### src/rtl/ldmstm_sequencer_pkg.sv
//==============================================================================
// Module   : ldmstm_sequencer_pkg
// Purpose  : Shared ARM_Constants definitions for the LDM/STM sequencer:
//            state encoding and the word address step.
// Revision : 1.0 - initial release
//==============================================================================
`default_nettype none

package ldmstm_sequencer_pkg;

  typedef enum logic [1:0] {
    ST_IDLE = 2'd0,
    ST_XFER = 2'd1,
    ST_WB   = 2'd2,
    ST_DONE = 2'd3
  } state_e;

  localparam logic [31:0] ADDR_STEP = 32'd4;

endpackage

`default_nettype wire

### src/rtl/ldmstm_lowest_set.sv
//==============================================================================
// Module   : ldmstm_lowest_set
// Purpose  : Combinational lowest-set-bit finder over a 16-entry register list.
// Revision : 1.0 - initial release
//==============================================================================
`default_nettype none

module ldmstm_lowest_set (
  input  logic [15:0] list_i,
  output logic [3:0]  idx_o,
  output logic        valid_o
);

  // Scan downwards so the lowest set bit is the last one to win.
  always_comb begin
    idx_o   = 4'd0;
    valid_o = |list_i;
    for (int i = 15; i >= 0; i--) begin
      if (list_i[i]) idx_o = i[3:0];
    end
  end

endmodule

`default_nettype wire

### src/rtl/ldmstm_sequencer.sv
//==============================================================================
// Module   : ldmstm_sequencer
// Purpose  : Sequences the transfers of an ARM LDM/STM block instruction.
//            Base writeback state is built only with LDMSTM_WRITEBACK_EN.
// Revision : 1.0 - initial release
//==============================================================================
`default_nettype none

module ldmstm_sequencer
  import ldmstm_sequencer_pkg::*;
(
  input  logic        clk,
  input  logic        rst_b,
  input  logic        start,
  input  logic [15:0] reglist,
  input  logic [31:0] base,
  input  logic        up,
  input  logic        pre,
  input  logic        load,
  input  logic        wb,
  output logic        busy,
  output logic        mem_req,
  input  logic        mem_ack,
  output logic [31:0] mem_addr,
  output logic        mem_rd,
  output logic [3:0]  reg_num,
  output logic        done,
  output logic        wb_valid,
  output logic [31:0] wb_data
);

  state_e      state_q, state_d;
  logic [15:0] list_q, list_d;
  logic [31:0] addr_q, addr_d;
  logic        load_q, load_d;
  logic [4:0]  count;
  logic [31:0] span;
  logic [31:0] first_addr;
  logic [3:0]  low_idx;
  logic        low_valid;
  logic        last_xfer;
  state_e      fin_start;
  state_e      fin_xfer;

  ldmstm_lowest_set u_lowest_set (
    .list_i  (list_q),
    .idx_o   (low_idx),
    .valid_o (low_valid)
  );

  always_comb begin
    count = 5'd0;
    for (int i = 0; i < 16; i++) begin
      count = count + {4'd0, reglist[i]};
    end
  end

  assign span = 32'(count) * ADDR_STEP;

  // Transfers always walk upwards, so a descending block starts at its bottom.
  always_comb begin
    case ({up, pre})
      2'b10:   first_addr = base;
      2'b11:   first_addr = base + ADDR_STEP;
      2'b00:   first_addr = base - span + ADDR_STEP;
      default: first_addr = base - span;
    endcase
  end

  assign last_xfer = ((list_q & (list_q - 16'd1)) == 16'd0);

`ifdef LDMSTM_WRITEBACK_EN
  logic        wb_q, wb_d;
  logic [31:0] wbval_q, wbval_d;

  assign fin_start = wb   ? ST_WB : ST_DONE;
  assign fin_xfer  = wb_q ? ST_WB : ST_DONE;
  assign wb_valid  = (state_q == ST_WB);
  assign wb_data   = wb_valid ? wbval_q : 32'd0;

  always_ff @(posedge clk or negedge rst_b) begin
    if (!rst_b) begin
      wb_q    <= 1'b0;
      wbval_q <= 32'd0;
    end else begin
      wb_q    <= wb_d;
      wbval_q <= wbval_d;
    end
  end

  always_comb begin
    wb_d    = wb_q;
    wbval_d = wbval_q;
    if (state_q == ST_IDLE && start) begin
      wb_d    = wb;
      wbval_d = up ? (base + span) : (base - span);
    end
  end
`else
  logic unused_wb;

  assign unused_wb = wb;
  assign fin_start = ST_DONE;
  assign fin_xfer  = ST_DONE;
  assign wb_valid  = 1'b0;
  assign wb_data   = 32'd0;
`endif

  always_ff @(posedge clk or negedge rst_b) begin
    if (!rst_b) begin
      state_q <= ST_IDLE;
      list_q  <= 16'd0;
      addr_q  <= 32'd0;
      load_q  <= 1'b0;
    end else begin
      state_q <= state_d;
      list_q  <= list_d;
      addr_q  <= addr_d;
      load_q  <= load_d;
    end
  end

  always_comb begin
    state_d = state_q;
    list_d  = list_q;
    addr_d  = addr_q;
    load_d  = load_q;
    case (state_q)
      ST_IDLE: begin
        if (start) begin
          list_d  = reglist;
          addr_d  = first_addr;
          load_d  = load;
          state_d = (reglist == 16'd0) ? fin_start : ST_XFER;
        end
      end
      ST_XFER: begin
        if (mem_req && mem_ack) begin
          list_d = list_q & ~(16'd1 << low_idx);
          addr_d = addr_q + ADDR_STEP;
          if (last_xfer) state_d = fin_xfer;
        end
      end
`ifdef LDMSTM_WRITEBACK_EN
      ST_WB:   state_d = ST_DONE;
`endif
      ST_DONE: state_d = ST_IDLE;
      default: state_d = ST_IDLE;
    endcase
  end

  assign busy     = (state_q != ST_IDLE);
  assign mem_req  = (state_q == ST_XFER) && low_valid;
  assign mem_addr = mem_req ? addr_q  : 32'd0;
  assign reg_num  = mem_req ? low_idx : 4'd0;
  assign mem_rd   = mem_req ? load_q  : 1'b0;
  assign done     = (state_q == ST_DONE);

endmodule

`default_nettype wire

### config.mk
export PLATFORM = sky130hd
export DESIGN_NAME = ldmstm_sequencer
export DESIGN_NICKNAME = d
export VERILOG_FILES = /design/src/rtl/ldmstm_sequencer_pkg.sv /design/src/rtl/ldmstm_lowest_set.sv /design/src/rtl/ldmstm_sequencer.sv
export SDC_FILE = /design/constraint.sdc
export NUM_CORES = 1
export LEC_CHECK = 0
export CORE_UTILIZATION = 35
export DETAILED_ROUTE_END_ITERATION = 12
export PLACE_DENSITY = 0.66
export SYNTH_ARGS = -nofsm -noshare
export SYNTH_HDL_FRONTEND = slang
export SYNTH_HIERARCHICAL = 1
export SYNTH_SLANG_ARGS = --single-unit
### constraint.sdc
create_clock -name clk -period 2.6 [get_ports clk]
set_input_delay 0.39 -clock clk [delete_from_list [all_inputs] [get_ports clk]]
set_output_delay 0.39 -clock clk [all_outputs]
set_load 0.005 [all_outputs]
==> results.yml <==
timing:
  finalHoldViolCount: 0
  slew_viol_final: 0
  skew_ns: 0.005629
  slew_headroom: 0.4557
  tightest_slew_ns: 0.8062
  setup_tns_ns: -92.08
  fin_crit_ns: 5.737
  timing.fmax_mhz: 174.3
  hold_ws_ns: 0.04016
  layout_setup_ws_ns: -3.137
  final-setup-viol-count: 59
  fin_crit_sh: 2.207
  grt_setup_unrepaired: "true"
critical_path:
  cp.arrival_ns: 5.92
  path_common_cell: "fa_1"
  worstSetupPathType: "in -> reg"
  cpPeakStageDelay_ns: 0.60
  crit_path_max_fanout: 3
  cp-end-kind: "register"
  worstPathCellList: "buf_8, inv_4, fa_1, fa_1, fa_1, fa_1, inv_2, ha_4, inv_2, fa_2, fa_2, buf_6, a211oi_4, buf_4, o211ai_1, xnor2_1, buf_4, buf_4, o211ai_1, or3_1, nor4_2, mux2i_1, nand2_1"
  crit_path_start_kind: "input pin"
  cp_data_required_time_ns: 2.78
  path_buf_inv: 8
  critPathTopFamily: "adder cells"
  slowest_stage: "fa_1"
placed_design:
  dp_hpwl_um: 23310
  port_buffers: 94
  gp_congestion: 0.9938
  place_ws_ns: -3.889
pwr:
  power.switching_uw: 5460
  power.leakage_uw: 0.005057
  p_per_area_nw_per_um2: 1019
  intPower_uw: 6279
  seqPwrFrac: 0.130
  switching_share: 0.4651
  report.power.total_uw: 11740
  power.share.clock: 0.062
  pwr-share-comb: 0.808
  vdd_drop_max_mv: 0.6669
die:
  core-area_um2: 19530
  fp.dieW_um: 143.2
  dieHeight_um: 143.2
  initial_utilization: 0.3572
  rows: 51
  die_area_um2: 20500
  ios: 129
yosys:
  syn-cell-area_um2: 6975
  synth_area_per_cell_um2: 7.118
  synth_edf_count: 0
  ys_ff_latch: 51
  ys_seq_area_frac: 0.1830
  synthArstFlopShare: 1.000
  synth_cells: 980
  synthFlopType: "dfrtp_1"
  ys_types: 85
  synth_warnings: 6
layout:
  final_common_cell: "buf_4"
  fin_nets: 1427
  diodes: 0
  layout-drive-gt1-share: 0.4015
  final_util: 0.5902
  area_delta_synth_final_pct: 65.20
  final_cell_mix: "buf_4 (275), nand2_1 (107), o21ai_0 (76)"
clocking:
  h-tree-depth: 2
  cts_buffer_depth: 2
  tritoncts: "built"
  clk_latency_ns: 0.30
  clock-root-buffer: "clkbuf_16"
  cts.reportedPaths.clkPinSlew_ns: 0.07
  ctsHoldBuffers: 0
  cts_made_buffers: 5
  clock-sinks: 51
route:
  drt-initial-drc-count: 1067
  ant_nets: 0
  post_drt_wl_per_cell_um: 19.70
  finalWirelength_um: 31710
  dr.pass1.iters: 5
  drc: 0
  vias_per_cell: 5.741
  vias: 9243
min_path:
  hold_class: "in -> async"
grt:
  grt_usage: 0.3030
  grt_antenna_before_repair: 0
  grt_pass1_vias: 8443
  grt_max_degree: 65
  grt_first_pass_wirelength_um: 47560
  globalRouteOverflowTotal: 0
outcome:
  violations: "negative setup slack"
  outcome: "complete, but fails checks"
run:
  maxCapViolCount: 0
-- state kept, by name, summed over array words and instances (netlist names) --
register and flops:
list_q 16, addr_q 32, load_q 1, state_q 2
-- synth_stat cells, types with 20 or more instances --
master / instances / area, um^2
buf_4: 33 / 247.7
nor3_1: 35 / 175.2
inv_1: 42 / 157.7
clkbuf_1: 51 / 191.4
nand4_1: 21 / 131.4
nor2_1: 67 / 251.5
a21oi_1: 53 / 265.3
dfrtp_1: 51 / 1276
nor4_1: 24 / 150.1
nand2_1: 113 / 424.2
nand3_1: 42 / 210.2
xnor2_1: 24 / 210.2
and3_1: 47 / 294.0
o21ai_0: 91 / 455.4
xor2_1: 20 / 175.2
-- final timing paths --
kind	startpoint	endpoint	slack (ns)	cells after the start
worst max-delay path	reglist[11]	addr_q[23]	-3.14	23
worst min-delay path	rst_b	list_q[3]	0.04	1
worst max register to register	list_q[4]	addr_q[19]	-0.29	12
worst min register to register	load_q	load_q	0.47	2
max in group asynchronous	rst_b	addr_q[16]	1.91	2
min in group clk	reglist[13]	state_q[1]	0.44	4
-- power groups by stage --
stage,clock [uW],sequential [uW],combinational (uW)
final,732,1530,9480
after floorplan,0,1480,3940
after detailed placement,0,1500,7580
after global placement,0,1490,7460
after global routing,757,1570,10100
after CTS,734,1500,8450
-- repair_timing --
item	4_1_cts	5_1_grt
gates cloned	5	2
pin swaps	64	55
setup endpoints to repair	69	87
setup buffers	38	19
endpoints found under the hold margin	0	0
resized for setup	278	101
-- through the flow --
step / cells / cell area [um^2]
6_report: 1610 / 11520
5_1_grt: 1610 / 11520
4_1_cts: 1597 / 11080
3_5_place_dp: 1547 / 10110
3_3_place_gp: 1547 / 10110
2_1_floorplan: 1012 / 7291
-- layer usage --
metal  global-route usage  wire (um)  vias to the layer above
li1                     -          -                     4270
met1               0.4072      13410                     4418
met2               0.4973      15000                      485
met3              0.04125       2504                       70
met4              0.09960        792                        0
met5                    0          0                        -
-- final cells by class --
type,instances,area [um^2]
fill,1739,8003
multi-input combinational,828,6035
timing repair buffer,416,3546
sequential,51,1276
tap,265,331.6
inverter,42,175.2
clock buffer,7,152.6
clock inverter,1,7.507
-- cells by family after synthesis --
logic type                 Yosys count  share of synthesized area
adders and majority gates           30                    0.06457
DFF                                 51                     0.1830
buffers and inverters              134                    0.09255
xor gates and xnor gates            44                    0.05525
other                                1                  0.0005376
muxes                               11                    0.01596
and+or+nand+nor                    440                     0.3403
AOI/OAI and AO/OA                  269                     0.2479
(Power assumes the default switching activity.)
